[config.mk]
export PLATFORM = sky130hd
export DESIGN_NAME = decode_flat
export DESIGN_NICKNAME = d
export VERILOG_FILES = /design/src/rtl/decode_if.sv /design/src/rtl/decode.sv /design/src/flat_wrapper.sv
export SDC_FILE = /design/constraint.sdc
export NUM_CORES = 1
export LEC_CHECK = 0
export CAP_MARGIN = 20
export CORE_ASPECT_RATIO = 0.75
export CORE_MARGIN = 1.5
export CORE_UTILIZATION = 42
export DETAILED_ROUTE_END_ITERATION = 6
export GPL_TIMING_DRIVEN = 0
export PLACE_DENSITY = 0.86
export SLEW_MARGIN = 30
export SYNTH_ARGS = -nofsm -noshare
export SYNTH_HDL_FRONTEND = slang
export SYNTH_SLANG_ARGS = --single-unit
[constraint.sdc]
create_clock -name clk -period 7.6 [get_ports clk]
set_input_delay 0.76 -clock clk [delete_from_list [all_inputs] [get_ports clk]]
set_output_delay 0.76 -clock clk [all_outputs]
set_load 0.01 [all_outputs]
[src/rtl/decode_if.sv]
// Fetch-to-decode bundle: instruction/PC from fetch, decode/execute register
// outputs and the register-file read addresses. Counter signals exist only with DECODE_PERF_EN.
interface decode_if;
    logic        stall_in;
    logic        flush_in;
    logic [63:0] pc_in;
    logic [63:0] instr_in;
    logic        branch_predicted_taken_in;

    logic        stall_out;
    logic [4:0]  rs1_addr_out;
    logic [4:0]  rs2_addr_out;
    logic        valid_out;
    logic [63:0] pc_out;
    logic [63:0] instr_out;
    logic [63:0] imm_out;
    logic [4:0]  rd_out;
    logic [4:0]  rs1_out;
    logic [4:0]  rs2_out;
    logic [2:0]  funct3_out;
    logic [7:0]  opcode_out;
    logic        is_load_out;
    logic        is_store_out;
    logic        is_branch_out;
    logic        is_jump_out;
    logic        writes_rd_out;
    logic        branch_predicted_taken_out;
`ifdef DECODE_PERF_EN
    logic [31:0] stall_count_out;
    logic [31:0] bubble_count_out;
`endif

    modport slave (
        input  stall_in, flush_in, pc_in, instr_in, branch_predicted_taken_in,
        output stall_out, rs1_addr_out, rs2_addr_out, valid_out, pc_out, instr_out,
               imm_out, rd_out, rs1_out, rs2_out, funct3_out, opcode_out,
               is_load_out, is_store_out, is_branch_out, is_jump_out, writes_rd_out,
               branch_predicted_taken_out
`ifdef DECODE_PERF_EN
        , stall_count_out, bubble_count_out
`endif
    );

    modport master (
        output stall_in, flush_in, pc_in, instr_in, branch_predicted_taken_in,
        input  stall_out, rs1_addr_out, rs2_addr_out, valid_out, pc_out, instr_out,
               imm_out, rd_out, rs1_out, rs2_out, funct3_out, opcode_out,
               is_load_out, is_store_out, is_branch_out, is_jump_out, writes_rd_out,
               branch_predicted_taken_out
`ifdef DECODE_PERF_EN
        , stall_count_out, bubble_count_out
`endif
    );
endinterface

[src/rtl/decode.sv]
// Decode stage: field split, immediate generation, load-use hazard detection and
// the decode/execute pipeline register. Optional stall/bubble counters under DECODE_PERF_EN.
module decode (
    input logic     clk,
    input logic     reset,
    decode_if.slave bus
);
    localparam logic [7:0]  OPCODE_LOAD   = 8'h03;
    localparam logic [7:0]  OPCODE_OP_IMM = 8'h13;
    localparam logic [7:0]  OPCODE_AUIPC  = 8'h17;
    localparam logic [7:0]  OPCODE_STORE  = 8'h23;
    localparam logic [7:0]  OPCODE_OP     = 8'h33;
    localparam logic [7:0]  OPCODE_LUI    = 8'h37;
    localparam logic [7:0]  OPCODE_BRANCH = 8'h63;
    localparam logic [7:0]  OPCODE_JALR   = 8'h67;
    localparam logic [7:0]  OPCODE_JAL    = 8'h6F;
    localparam logic [63:0] INSTR_NOP     = 64'h0000_0000_0000_0013;

    logic [7:0]  opcode;
    logic [4:0]  rd;
    logic [2:0]  funct3;
    logic [4:0]  rs1;
    logic [4:0]  rs2;
    logic [31:0] imm_field;
    logic [63:0] imm;

    assign opcode    = bus.instr_in[7:0];
    assign rd        = bus.instr_in[12:8];
    assign funct3    = bus.instr_in[15:13];
    assign rs1       = bus.instr_in[20:16];
    assign rs2       = bus.instr_in[25:21];
    assign imm_field = bus.instr_in[63:32];

    assign imm = (opcode == OPCODE_LUI || opcode == OPCODE_AUIPC)
               ? {imm_field, 32'b0}
               : {{32{imm_field[31]}}, imm_field};

    logic uses_rs1;
    logic uses_rs2;
    logic is_load;
    logic is_store;
    logic is_branch;
    logic is_jump;
    logic rd_class;
    logic writes_rd;

    always_comb begin
        uses_rs1  = 1'b0;
        uses_rs2  = 1'b0;
        is_load   = 1'b0;
        is_store  = 1'b0;
        is_branch = 1'b0;
        is_jump   = 1'b0;
        rd_class  = 1'b0;
        case (opcode)
            OPCODE_OP: begin
                uses_rs1 = 1'b1;
                uses_rs2 = 1'b1;
                rd_class = 1'b1;
            end
            OPCODE_OP_IMM: begin
                uses_rs1 = 1'b1;
                rd_class = 1'b1;
            end
            OPCODE_LOAD: begin
                uses_rs1 = 1'b1;
                is_load  = 1'b1;
                rd_class = 1'b1;
            end
            OPCODE_STORE: begin
                uses_rs1 = 1'b1;
                uses_rs2 = 1'b1;
                is_store = 1'b1;
            end
            OPCODE_BRANCH: begin
                uses_rs1  = 1'b1;
                uses_rs2  = 1'b1;
                is_branch = 1'b1;
            end
            OPCODE_JAL: begin
                is_jump  = 1'b1;
                rd_class = 1'b1;
            end
            OPCODE_JALR: begin
                uses_rs1 = 1'b1;
                is_jump  = 1'b1;
                rd_class = 1'b1;
            end
            OPCODE_LUI, OPCODE_AUIPC: begin
                rd_class = 1'b1;
            end
            default: ;
        endcase
    end

    // x0 is hardwired, so writing it is never a real write.
    assign writes_rd = rd_class && (rd != 5'd0);

    logic        valid_q,     valid_d;
    logic [63:0] pc_q,        pc_d;
    logic [63:0] instr_q,     instr_d;
    logic [63:0] imm_q,       imm_d;
    logic [4:0]  rd_q,        rd_d;
    logic [4:0]  rs1_q,       rs1_d;
    logic [4:0]  rs2_q,       rs2_d;
    logic [2:0]  funct3_q,    funct3_d;
    logic [7:0]  opcode_q,    opcode_d;
    logic        is_load_q,   is_load_d;
    logic        is_store_q,  is_store_d;
    logic        is_branch_q, is_branch_d;
    logic        is_jump_q,   is_jump_d;
    logic        writes_rd_q, writes_rd_d;
    logic        bpt_q,       bpt_d;

    logic hazard;
    logic load_bubble;
    logic load_instr;

    // Load in EX whose destination feeds a source register of the incoming instruction.
    assign hazard = valid_q && is_load_q && (rd_q != 5'd0) && !bus.flush_in
                 && ((uses_rs1 && (rs1 == rd_q)) || (uses_rs2 && (rs2 == rd_q)));

    assign load_bubble = !bus.stall_in && (bus.flush_in || hazard);
    assign load_instr  = !bus.stall_in && !bus.flush_in && !hazard;

    always_comb begin
        valid_d     = valid_q;
        pc_d        = pc_q;
        instr_d     = instr_q;
        imm_d       = imm_q;
        rd_d        = rd_q;
        rs1_d       = rs1_q;
        rs2_d       = rs2_q;
        funct3_d    = funct3_q;
        opcode_d    = opcode_q;
        is_load_d   = is_load_q;
        is_store_d  = is_store_q;
        is_branch_d = is_branch_q;
        is_jump_d   = is_jump_q;
        writes_rd_d = writes_rd_q;
        bpt_d       = bpt_q;
        if (load_bubble) begin
            valid_d     = 1'b0;
            pc_d        = bus.pc_in;
            instr_d     = INSTR_NOP;
            imm_d       = 64'd0;
            rd_d        = 5'd0;
            rs1_d       = 5'd0;
            rs2_d       = 5'd0;
            funct3_d    = 3'd0;
            opcode_d    = INSTR_NOP[7:0];
            is_load_d   = 1'b0;
            is_store_d  = 1'b0;
            is_branch_d = 1'b0;
            is_jump_d   = 1'b0;
            writes_rd_d = 1'b0;
            bpt_d       = 1'b0;
        end else if (load_instr) begin
            valid_d     = 1'b1;
            pc_d        = bus.pc_in;
            instr_d     = bus.instr_in;
            imm_d       = imm;
            rd_d        = rd;
            rs1_d       = rs1;
            rs2_d       = rs2;
            funct3_d    = funct3;
            opcode_d    = opcode;
            is_load_d   = is_load;
            is_store_d  = is_store;
            is_branch_d = is_branch;
            is_jump_d   = is_jump;
            writes_rd_d = writes_rd;
            bpt_d       = bus.branch_predicted_taken_in;
        end
    end

    always_ff @(posedge clk or posedge reset) begin
        if (reset) begin
            valid_q     <= 1'b0;
            pc_q        <= 64'd0;
            instr_q     <= INSTR_NOP;
            imm_q       <= 64'd0;
            rd_q        <= 5'd0;
            rs1_q       <= 5'd0;
            rs2_q       <= 5'd0;
            funct3_q    <= 3'd0;
            opcode_q    <= 8'd0;
            is_load_q   <= 1'b0;
            is_store_q  <= 1'b0;
            is_branch_q <= 1'b0;
            is_jump_q   <= 1'b0;
            writes_rd_q <= 1'b0;
            bpt_q       <= 1'b0;
        end else begin
            valid_q     <= valid_d;
            pc_q        <= pc_d;
            instr_q     <= instr_d;
            imm_q       <= imm_d;
            rd_q        <= rd_d;
            rs1_q       <= rs1_d;
            rs2_q       <= rs2_d;
            funct3_q    <= funct3_d;
            opcode_q    <= opcode_d;
            is_load_q   <= is_load_d;
            is_store_q  <= is_store_d;
            is_branch_q <= is_branch_d;
            is_jump_q   <= is_jump_d;
            writes_rd_q <= writes_rd_d;
            bpt_q       <= bpt_d;
        end
    end

`ifdef DECODE_PERF_EN
    logic [31:0] stall_cnt_q, stall_cnt_d;
    logic [31:0] bubble_cnt_q, bubble_cnt_d;

    assign stall_cnt_d  = (hazard && !bus.stall_in) ? stall_cnt_q + 32'd1 : stall_cnt_q;
    assign bubble_cnt_d = load_bubble ? bubble_cnt_q + 32'd1 : bubble_cnt_q;

    always_ff @(posedge clk or posedge reset) begin
        if (reset) begin
            stall_cnt_q  <= 32'd0;
            bubble_cnt_q <= 32'd0;
        end else begin
            stall_cnt_q  <= stall_cnt_d;
            bubble_cnt_q <= bubble_cnt_d;
        end
    end

    assign bus.stall_count_out  = stall_cnt_q;
    assign bus.bubble_count_out = bubble_cnt_q;
`endif

    assign bus.stall_out    = bus.stall_in || hazard;
    assign bus.rs1_addr_out = rs1;
    assign bus.rs2_addr_out = rs2;

    assign bus.valid_out                  = valid_q;
    assign bus.pc_out                     = pc_q;
    assign bus.instr_out                  = instr_q;
    assign bus.imm_out                    = imm_q;
    assign bus.rd_out                     = rd_q;
    assign bus.rs1_out                    = rs1_q;
    assign bus.rs2_out                    = rs2_q;
    assign bus.funct3_out                 = funct3_q;
    assign bus.opcode_out                 = opcode_q;
    assign bus.is_load_out                = is_load_q;
    assign bus.is_store_out               = is_store_q;
    assign bus.is_branch_out              = is_branch_q;
    assign bus.is_jump_out                = is_jump_q;
    assign bus.writes_rd_out              = writes_rd_q;
    assign bus.branch_predicted_taken_out = bpt_q;
endmodule

[src/flat_wrapper.sv]
// flat-port wrapper written by rule: the top's interface ports become plain ports
module decode_flat 
  (clk, reset, bus_stall_in, bus_flush_in, bus_pc_in, bus_instr_in, bus_branch_predicted_taken_in, bus_stall_out, bus_rs1_addr_out, bus_rs2_addr_out, bus_valid_out, bus_pc_out, bus_instr_out, bus_imm_out, bus_rd_out, bus_rs1_out, bus_rs2_out, bus_funct3_out, bus_opcode_out, bus_is_load_out, bus_is_store_out, bus_is_branch_out, bus_is_jump_out, bus_writes_rd_out, bus_branch_predicted_taken_out);
  decode_if bus_i ();
  input logic clk;
  input logic reset;
  input wire logic [$bits(bus_i.stall_in)-1:0] bus_stall_in;
  input wire logic [$bits(bus_i.flush_in)-1:0] bus_flush_in;
  input wire logic [$bits(bus_i.pc_in)-1:0] bus_pc_in;
  input wire logic [$bits(bus_i.instr_in)-1:0] bus_instr_in;
  input wire logic [$bits(bus_i.branch_predicted_taken_in)-1:0] bus_branch_predicted_taken_in;
  output wire logic [$bits(bus_i.stall_out)-1:0] bus_stall_out;
  output wire logic [$bits(bus_i.rs1_addr_out)-1:0] bus_rs1_addr_out;
  output wire logic [$bits(bus_i.rs2_addr_out)-1:0] bus_rs2_addr_out;
  output wire logic [$bits(bus_i.valid_out)-1:0] bus_valid_out;
  output wire logic [$bits(bus_i.pc_out)-1:0] bus_pc_out;
  output wire logic [$bits(bus_i.instr_out)-1:0] bus_instr_out;
  output wire logic [$bits(bus_i.imm_out)-1:0] bus_imm_out;
  output wire logic [$bits(bus_i.rd_out)-1:0] bus_rd_out;
  output wire logic [$bits(bus_i.rs1_out)-1:0] bus_rs1_out;
  output wire logic [$bits(bus_i.rs2_out)-1:0] bus_rs2_out;
  output wire logic [$bits(bus_i.funct3_out)-1:0] bus_funct3_out;
  output wire logic [$bits(bus_i.opcode_out)-1:0] bus_opcode_out;
  output wire logic [$bits(bus_i.is_load_out)-1:0] bus_is_load_out;
  output wire logic [$bits(bus_i.is_store_out)-1:0] bus_is_store_out;
  output wire logic [$bits(bus_i.is_branch_out)-1:0] bus_is_branch_out;
  output wire logic [$bits(bus_i.is_jump_out)-1:0] bus_is_jump_out;
  output wire logic [$bits(bus_i.writes_rd_out)-1:0] bus_writes_rd_out;
  output wire logic [$bits(bus_i.branch_predicted_taken_out)-1:0] bus_branch_predicted_taken_out;
  assign bus_i.stall_in = bus_stall_in;
  assign bus_i.flush_in = bus_flush_in;
  assign bus_i.pc_in = bus_pc_in;
  assign bus_i.instr_in = bus_instr_in;
  assign bus_i.branch_predicted_taken_in = bus_branch_predicted_taken_in;
  assign bus_stall_out = bus_i.stall_out;
  assign bus_rs1_addr_out = bus_i.rs1_addr_out;
  assign bus_rs2_addr_out = bus_i.rs2_addr_out;
  assign bus_valid_out = bus_i.valid_out;
  assign bus_pc_out = bus_i.pc_out;
  assign bus_instr_out = bus_i.instr_out;
  assign bus_imm_out = bus_i.imm_out;
  assign bus_rd_out = bus_i.rd_out;
  assign bus_rs1_out = bus_i.rs1_out;
  assign bus_rs2_out = bus_i.rs2_out;
  assign bus_funct3_out = bus_i.funct3_out;
  assign bus_opcode_out = bus_i.opcode_out;
  assign bus_is_load_out = bus_i.is_load_out;
  assign bus_is_store_out = bus_i.is_store_out;
  assign bus_is_branch_out = bus_i.is_branch_out;
  assign bus_is_jump_out = bus_i.is_jump_out;
  assign bus_writes_rd_out = bus_i.writes_rd_out;
  assign bus_branch_predicted_taken_out = bus_i.branch_predicted_taken_out;
  decode u_core (.clk(clk), .reset(reset), .bus(bus_i));
endmodule
# [Word level (Yosys, flattened, before mapping)]
# Cells that the tools add are included.
[totals] reg_bits=225 input_bits=133 wordCells=88
[classes] n_eq_ne=11 muxes=38 n_reduce_logical=24
[ops] cell="64-bit two-way mux" count=6
[ops] cell="63-bit two-way mux" count=1
[ops] cell="5-bit two-way mux" count=6
[ops] cell="8-bit by 6-bit == test with 1-bit output (second input constant)" count=3
[ops] cell="8-bit by 7-bit == test with 1-bit output (second input constant)" count=3
[ops] cell="1-bit two-way mux" count=21
[ops] cell="8-bit by 5-bit == test with 1-bit output (second input constant)" count=2
[ops] cell="8-bit two-way mux" count=2
[ops] cell="5-bit == test" count=2
[ops] cell="1-bit logical AND" count=10
[ops] cell="5-bit nonzero test" count=2
[ops] cell="8-bit by 2-bit == test with 1-bit output (second input constant)" count=1
[ops] cell="7-bit OR reduction" count=1
[ops] cell="3-bit two-way mux" count=2
[ops] cell="6-bit OR reduction" count=1
[ops] cell="1-bit logical OR" count=4
[ops] cell="1-bit zero test" count=3
[ops] cell="3-bit OR reduction" count=1
[ops] cell="2-bit nonzero test" count=1
[ops] cell="2-bit OR reduction" count=1

# [Logic depth before layout (Yosys ltp)]
# Gate-level depths: netlist (run 1).
[logic_depth] depth_word=10 mapped_depth=8

# [Least setup slack after synthesis (run 1)]
# Ideal clock, no wire load.
[synth_timing] path_type="register to output" startpoint="register u_core.rd_q[1], in the netlist u_core.bus.rd_out[1]" endpoint="output bus_stall_out" t_arrival_ns=1.906 slack_ns=4.934 stages_incl_launch_ff=5 path_cell_list="dfrtp_1 > or4_4 > o2111ai_2 > and4b_4 > or3_2"
[synth_via] elab_chain_len=5 elab_cells_between_ends=10 classes_between="2 x eq/ne; 8 x reduce/logical"
[synth_lines] item="start, declared" line="decode.sv:103" source="logic [4:0] rd_q, rd_d;"
[synth_lines] item="start signal, assigned" line="decode.sv:199" source="rd_q <= rd_d;"
[synth_lines] item="5-bit == test / 5-bit nonzero test (equally long branches)" line="decode.sv:121, decode.sv:120"
[synth_lines] item="1-bit logical AND, on equally long branches" line="decode.sv:121, decode.sv:120"
[synth_lines] item="1-bit logical OR / 1-bit logical AND (equally long branches)" line="decode.sv:121, decode.sv:120"
[synth_lines] item="1-bit logical AND (*)" line="decode.sv:121" source="&& ((uses_rs1 && (rs1 == rd_q)) || (uses_rs2 && (rs2 == rd_q)));"
[synth_lines] item="1-bit logical OR (*)" line="decode.sv:234" source="assign bus.stall_out = bus.stall_in || hazard;"
[synth_lines] item="end, declared" line="flat_wrapper.sv:12" source="output wire logic [$bits(bus_i.stall_out)-1:0] bus_stall_out;"
# Every way passes the cells marked *; elsewhere a longest branch is shown, timed or not.

# [Worst setup path in the final report (run 1)]
[layout_timing] startpoint="input bus_instr_in[7]" endpoint="output bus_stall_out"
[layout_via] elab_chain_len=7 elab_cells_between_ends=15 classes_between="6 x eq/ne; 2 x mux; 7 x reduce/logical"
[layout_lines] item="start, declared" line="flat_wrapper.sv:10" source="input wire logic [$bits(bus_i.instr_in)-1:0] bus_instr_in;"
[layout_lines] item="8-bit by 6-bit == test with 1-bit output (tied with other cells)" line="decode.sv:55" source="case (opcode)"
[layout_lines] item="6-bit OR reduction (no source line) / 3-bit OR reduction (equally long branches)"
[layout_lines] item="1-bit two-way mux" line="decode.sv:55"
[layout_lines] item="1-bit logical AND" line="decode.sv:121"
[layout_lines] item="1-bit logical OR (*)" line="decode.sv:121"
[layout_lines] item="1-bit logical AND (*)" line="decode.sv:121"
[layout_lines] item="1-bit logical OR (*)" line="decode.sv:234"
# Marks and branches as above.

==> results of run 1 <==
[metal layers]
layer	vias up	track usage (%)	wire, um
met4	0	8.43	825
met1	3398	32.7	10600
met2	322	43.0	12900
li1	3018	-	-
met5	-	0	0
met3	51	6.83	2300
[sequential cells by signal (all words and copies together) (netlist names)]
signal	count
u_core.bus.branch_predicted_taken_out	1
u_core.bus.imm_out	63
u_core.bus.instr_out	56
u_core.bus.is_branch_out	1
u_core.bus.is_jump_out	1
u_core.bus.is_load_out	1
u_core.bus.is_store_out	1
u_core.bus.opcode_out	3
u_core.bus.pc_out	64
u_core.bus.rd_out	4
u_core.bus.rs1_out	4
u_core.bus.valid_out	1
u_core.bus.writes_rd_out	1
[worst max path at each step]
stage / startpoint / to / slack (ns) / cells past startpoint
floorplan: reset / u_core.bus.branch_predicted_taken_out$_DFFE_PP0P_ / 1.36 / 1
global placement: reset / u_core.bus.instr_out[31]$_DFFE_PP0P_ / -1.28 / 2
detailed placement: bus_instr_in[7] / bus_stall_out / 3.90 / 6
CTS: u_core.bus.rd_out[1]$_DFFE_PP0P_ / bus_stall_out / 3.86 / 5
global route: bus_instr_in[7] / bus_stall_out / 3.74 / 6
finish: bus_instr_in[7] / bus_stall_out / 3.85 / 6
[power groups by stage]
| stage | Sequential, mW | Combinational, mW | Clock (mW) |
|---|---|---|---|
| after floorplan | 1.27 | 0.181 | 0 |
| after global placement | 1.23 | 0.555 | 0 |
| after detailed placement | 1.23 | 0.569 | 0 |
| after CTS | 1.22 | 0.573 | 0.980 |
| after global routing | 1.23 | 0.603 | 1.02 |
| final | 1.22 | 0.567 | 0.964 |
[layout make-up]
| class | count | area [um2] |
|---|---|---|
| plain buffers | 83 | 577 |
| clock buffers | 29 | 566 |
| clock inverters | 4 | 47.5 |
| fillers | 1404 | 6410 |
| inverters | 9 | 41.3 |
| multi-input cells | 331 | 2620 |
| flip-flops and latches | 201 | 5030 |
| well taps | 253 | 317 |
| repair buffers | 367 | 3710 |
[layout by cell type, fill, tap and decap left out, types with 6 or more instances in the layout]
master | synthesis | routed
clkbuf_1 | 32 | 39
inv_1 | 9 | 8
buf_4 | 34 | 34
o21ai_0 | 10 | 10
nor2_1 | 6 | 6
mux2_2 | 64 | 64
nand2_1 | 48 | 48
a21oi_1 | 37 | 37
o21ai_2 | 29 | 29
xor2_1 | 10 | 10
buf_6 | 13 | 13
clkbuf_16 | 0 | 21
clkdlybuf4s50_1 | 0 | 365
a32o_1 | 31 | 31
dfrtp_1 | 198 | 198
a22o_1 | 59 | 59
[worst min-delay path: cells and delay by family (launching register included)]
kind	cells	cell delay, ns
flops	1	0.37
compound gates	1	0.05
buf+inv	1	0.04
[logic make-up (layout without fill, tap and decap cells)]
logic type | count (synthesis) | in the layout
AO/OA/AOI/OAI | 174 | 174
XOR/XNOR | 10 | 10
buffers and inverters | 92 | 492
flip-flops | 201 | 201
multiplexers | 64 | 64
AND/OR/NAND/NOR | 83 | 83
==> metrics.md, run 1 <==
| Metric | Value |
|---|---|
| Status | finished, final reports clean |
| Start point of the worst hold path | u_core.bus.instr_out[0]$_DFFE_PP1P_ |
| Design Power | 2.75 mW |
| Crit path required time | 6.84 ns |
| FMAX | 0.267 GHz |
| FF+latch count, synth | 201 |
| Power Dens Cells | 213 nW/um2 |
| Initial DRT Pass Iterations | 5 |
| Overall Global Routing Usage | 25.9% |
| Net Switching | 0.706 mW |
| CP endpoint kind | primary output |
| Hold crit path type | reg -> reg |
| Placed Instance Area | 12300 um2 |
| Initial Util | 42.7% |
| Critical path's top delay family | buffers and inverters |
| Clock network fraction of design power | 35.1% |
| Drt first-iter violations | 527 |
| Worst Clk Skew | 0.00947 ns |
| Setup TNS Final | 0 ns |
| Hold path depth | 2 |
| Simple-gate portion of the synthesized area | 5.03% |
| Fin nets | 1147 |
| Clock root cell | clkbuf_16 |
| Post-Syn Area | 8260 um2 |
| Cell repeated most along the worst path | clkdlybuf4s50_1 |
| Largest family of logic cells by synthesized area | compound AO/OA/AOI/OAI gates |
| EDFF count, synth | 0 |
| Most used flip-flop cell after synthesis | dfrtp_1 |
| ANT nets after route | 0 |
| Count leader, synth | dfrtp_1 |
| WP buf/inv | 2 |
| Reg-to-reg startpoint | u_core.bus.rd_out[1]$_DFFE_PP0P_ |
| Number of global-route vias before repair | 7037 |
| Crit-path cells | clkdlybuf4s50_1 -> nand2b_1 -> a2111oi_0 -> and4b_2 -> or3_2 -> clkdlybuf4s50_1 |
| DR DRC count | 0 |
| Detailed Place HPWL | 19.7 mm |
| # port buffers | 365 |
| Syn Inst Count | 624 |
| Startpoint Class | input port |
| Core Region | 19300 um2 |
| Largest net degree at the start of global routing | 80 |
| Total congestion overflow | 0 |
| Synth top area share | 60.0% |
| Top cell type by total area after synthesis | dfrtp_1 |
| CP arrival | 2.99 ns |
| Synth warn | 0 |
| RSZ-0062 raised after global routing | no |
| Mux share of post-synthesis cell area | 8.73% |
| Die Ht | 124 um |
| WL/cell | 20.9 um |
| Layout cell share with drive strength beyond 1 | 18.0% |
| Hold slack | 0.463 ns |
| H-Tree Depth | 1 |
| Hold Path End | u_core.bus.instr_out[0]$_DFFE_PP1P_ |
| Final Core Density | 66.8% |
| Dpl cells | 1244 |
| Slew Viols, Final | 0 |
| Worst slew pin tran | 0.862 ns |
| Num CTS Buffers | 21 |
| Dominant cells by area after synthesis | dfrtp_1 (60%), mux2_2 (8.7%), a22o_1 (6.3%) |
| Post-synthesis adder-cell area fraction | 0% |
| Max Fanout on Critical Path | 7 |
| Die ar. | 20500 um2 |
| Initial antenna violation count | 0 |
| Max-slew headroom | 42.1% |
| Pre-CTS setup slack | 3.90 ns |
| Fin crit share | 49.3% |
| Max Cap Viol | 0 |
| Worst R2R Setup Slack | 4.98 ns |
| Post-synthesis compound-gate area fraction | 16.8% |
| Synth cell types | 42 |
| Worst reg2reg path depth | 6 |
| CTS tree | built |
| Post-synthesis xor/xnor area fraction | 1.06% |
| Post-CTS Hold Buffers | 0 |
| Final worst path period need | 3.75 ns |
| Syn_area_per_cell | 13.2 um2 |
| Setup Buffers After CTS | 0 |
| Worst reg2reg path endpoint | u_core.bus.imm_out[0]$_DFFE_PP0P_ |
| Clock latency on the worst-skew pair | 0.49 ns |
| Ys async rst share | 100% |
| Slowest cell on the critical path | clkdlybuf4s50_1 |
| Layout area overhead | 56.3% |
| CP peak stage delay | 0.55 ns |
| Clk sink count | 201 |
| Die width | 165 um |
| Internal power | 2.04 mW |
| Leak pwr | 5.51 nW |
| Num ports | 369 |
| CTS max path bufs | 3 |
| Worst setup margin | 3.85 ns |
| Site row count | 44 |
| Hold Fails Final Rpt | 0 |
| Vias/cell | 5.32 |
| First-pass GRT wire length | 40.8 mm |
| Routed WL | 26.7 mm |
| Fin cells | 1277 |
| Syn nets | 757 |
| Post-route cell area | 12900 um2 |
| Share of power burned in registers | 44.3% |
| Sw Share | 25.7% |
| Final Setup Violations | 0 |
| Gates resized, CTS repair | 0 |
| Seq/Total Area, Yosys | 61.0% |
| Clock-pin transition on the worst setup and hold timing paths | 0.06 ns |
| Final GP Congestion | 0.858 |
| Max VDD drop | 0.154 mV |
| Critical path type | in -> out |
| Commonest cells post-synth | dfrtp_1 (198), mux2_2 (64), a22o_1 (59) |
| Via count | 6789 |
| N_diodes | 0 |
| Combinational power share | 20.6% |
(Power assumes the default switching activity.)
==> run 2: changes to the inputs <==
Settings changed: CORE_UTILIZATION 42 to 38, PLACE_DENSITY 0.86 to 0.82.
Clock period 7.6 ns to 3.2 ns, I/O delays scaled along.
==> run 2 against run 1 <==
  * Critical path depth is 1 lower
  * Combinational power is 140% higher
  * Critical path type is now reg -> out
  * Total power is 150% higher
  * First-iteration DRC count is 15% lower
  * Highest routed layer unchanged
  * Sequential cell count stayed put
  * Global-route usage is 2.4 points lower
==> metrics.md, run 2 (synthesized netlist as in run 1, its figures left out) <==
| Metric | Value |
|---|---|
| Status | finished, final reports clean |
| Slowest cell on the critical path | or4_4 |
| Clock root cell | clkbuf_16 |
| Most frequent cells in the layout | clkdlybuf4s50_1 (364), dfrtp_1 (196), mux2_2 (64), a22o_1 (59), nand2_1 (48) |
| Clock-pin transition on the worst setup and hold timing paths | 0.06 ns |
| CP peak stage delay | 0.55 ns |
| CP arrival | 2.75 ns |
| CP endpoint kind | primary output |
| CTS max path bufs | 3 |
| Worst slew pin tran | 0.757 ns |
| Leak pwr | 5.63 nW |
| Share of power burned in registers | 42.5% |
| Crit-path cells | or4_4 -> o2111ai_2 -> and4b_4 -> or3_2 -> dlygate4sd2_1 |
| Number of global-route vias before repair | 7033 |
| Drt first-iter violations | 448 |
| Hold crit path type | in -> async |
| Combinational power share | 19.9% |
| Vias/cell | 5.11 |
| Post-CTS Hold Buffers | 0 |
| Worst R2R Setup Slack | 0.60 ns |
| H-Tree Depth | 1 |
| Final Setup Violations | 0 |
| Crit path required time | 2.88 ns |
| Overall Global Routing Usage | 23.5% |
| Critical path's top delay family | simple AND/OR/NAND/NOR gates |
| Max VDD drop | 0.389 mV |
| Worst Clk Skew | 0.00751 ns |
| Clock network fraction of design power | 37.6% |
| FMAX | 0.326 GHz |
| Commonest non-fill, non-tap cell in the layout | clkdlybuf4s50_1 |
| Startpoint Class | flop |
| Initial DRT Pass Iterations | 5 |
| First-pass GRT wire length | 41.0 mm |
| Reg-to-reg startpoint | u_core.bus.rd_out[1]$_DFFE_PP0P_ |
| Layout cell share with drive strength beyond 1 | 19.3% |
| Fin nets | 1155 |
| Via count | 6780 |
| N_diodes | 0 |
| Detailed Place HPWL | 20.3 mm |
| Setup TNS Final | 0 ns |
| RSZ-0062 raised after global routing | no |
| Hold slack | 0.0987 ns |
| Register area | 5040 um2 |
| Sw Share | 25.0% |
| Max-slew headroom | 49.5% |
| Initial Util | 38.9% |
| Clock latency on the worst-skew pair | 0.50 ns |
| Critical path type | reg -> out |
| Core Region | 21200 um2 |
| Final worst path period need | 3.07 ns |
| # fillers | 1642 |
| Worst setup margin | 0.129 ns |
| Max FFs per register | 64 |
| Site row count | 46 |
| Total congestion overflow | 0 |
| Internal power | 5.11 mW |
| Die ar. | 22600 um2 |
| WL/cell | 20.3 um |
| Num CTS Buffers | 22 |
| Pre-CTS setup slack | 0.403 ns |
| Initial antenna violation count | 0 |
| Largest net degree at the start of global routing | 30 |
| Slew Viols, Final | 0 |
| Net Switching | 1.70 mW |
| Final GP Congestion | 0.834 |
| # port buffers | 365 |
| Clk sink count | 201 |
| Layout area overhead | 59.8% |
| ANT nets after route | 0 |
| Num ports | 369 |
| Hold Fails Final Rpt | 0 |
| Power Dens Cells | 516 nW/um2 |
| WP buf/inv | 1 |
| Crit path from | u_core.bus.rd_out[1]$_DFFE_PP0P_ |
| Area of the multi-input gates | 2620 um2 |
| Max Cap Viol | 0 |
| Max Fanout on Critical Path | 6 |
| Routed WL | 26.9 mm |
| Die Ht | 131 um |
| Fin crit share | 96.0% |
| Die width | 173 um |
| CTS tree | built |
| DR DRC count | 0 |
run 2: cell type report:
| cell class | instances | share of cell area, % |
|---|---|---|
| Sequential cell | 201 | 38.2 |
| Tap cell | 288 | 2.73 |
| Clock buffer | 33 | 4.88 |
| Timing Repair Buffer | 374 | 29.1 |
| Clock inverter | 7 | 0.645 |
| Buffer | 83 | 4.37 |
| Multi-Input combinational cell | 331 | 19.9 |
| Inverter | 9 | 0.285 |
run 2: worst register-to-register path: stages (launching register included):
cell and delay [ns]:
dfrtp_2 0.47, or4_4 0.55, o2111ai_2 0.22, and4b_4 0.26, nor3_4 0.59, buf_6 0.28
a32o_1 0.18
run 2: power groups by stage:
stage | logic, mW | registers (mW) | clock network (mW)
final | 1.36 | 2.89 | 2.56
after global placement | 1.32 | 2.92 | 0
after detailed placement | 1.37 | 2.93 | 0
after floorplan | 0.430 | 3.02 | 0
after global routing | 1.45 | 2.92 | 2.72
after CTS | 1.38 | 2.89 | 2.62
run 2: routing by layer:
layer,up-vias,part of all wire [%],GRT usage (%)
met5,-,0,0
met4,0,3.4,8.59
met3,49,6.9,6.31
met2,292,49,40.7
met1,3395,41,28.6
li1,3044,-,-
run 2: path summary, 6_finish.rpt:
kind                       cells after the start                                   end
max                                            5                         bus_stall_out
min                                            2     u_core.bus.pc_out[35]$_DFFE_PP0P_
max reg2reg                                    6     u_core.bus.imm_out[0]$_DFFE_PP0P_
min reg2reg                                    2   u_core.bus.instr_out[1]$_DFFE_PP1P_
max in group asynchronous                      5  u_core.bus.instr_out[39]$_DFFE_PP0P_
min in group clk                               2   u_core.bus.instr_out[4]$_DFFE_PP1P_
run 2: metrics by stage:
step           total power, mW  instances  cell area, um2  util, %
2_1_floorplan             3.45        624            8260        -
3_3_place_gp              4.25       1277           12300     57.8
3_5_place_dp              4.30       1286           12500     58.7
4_1_cts                   6.88       1326           13200     62.1
5_1_grt                   7.09       1326           13200     62.1
6_report                  6.81       1326           13200     62.1
run 2: what timing repair did:
item,in CTS,in global routing
buffers inserted,0,0
setup endpoints to repair,1,0
resized for setup,3,0
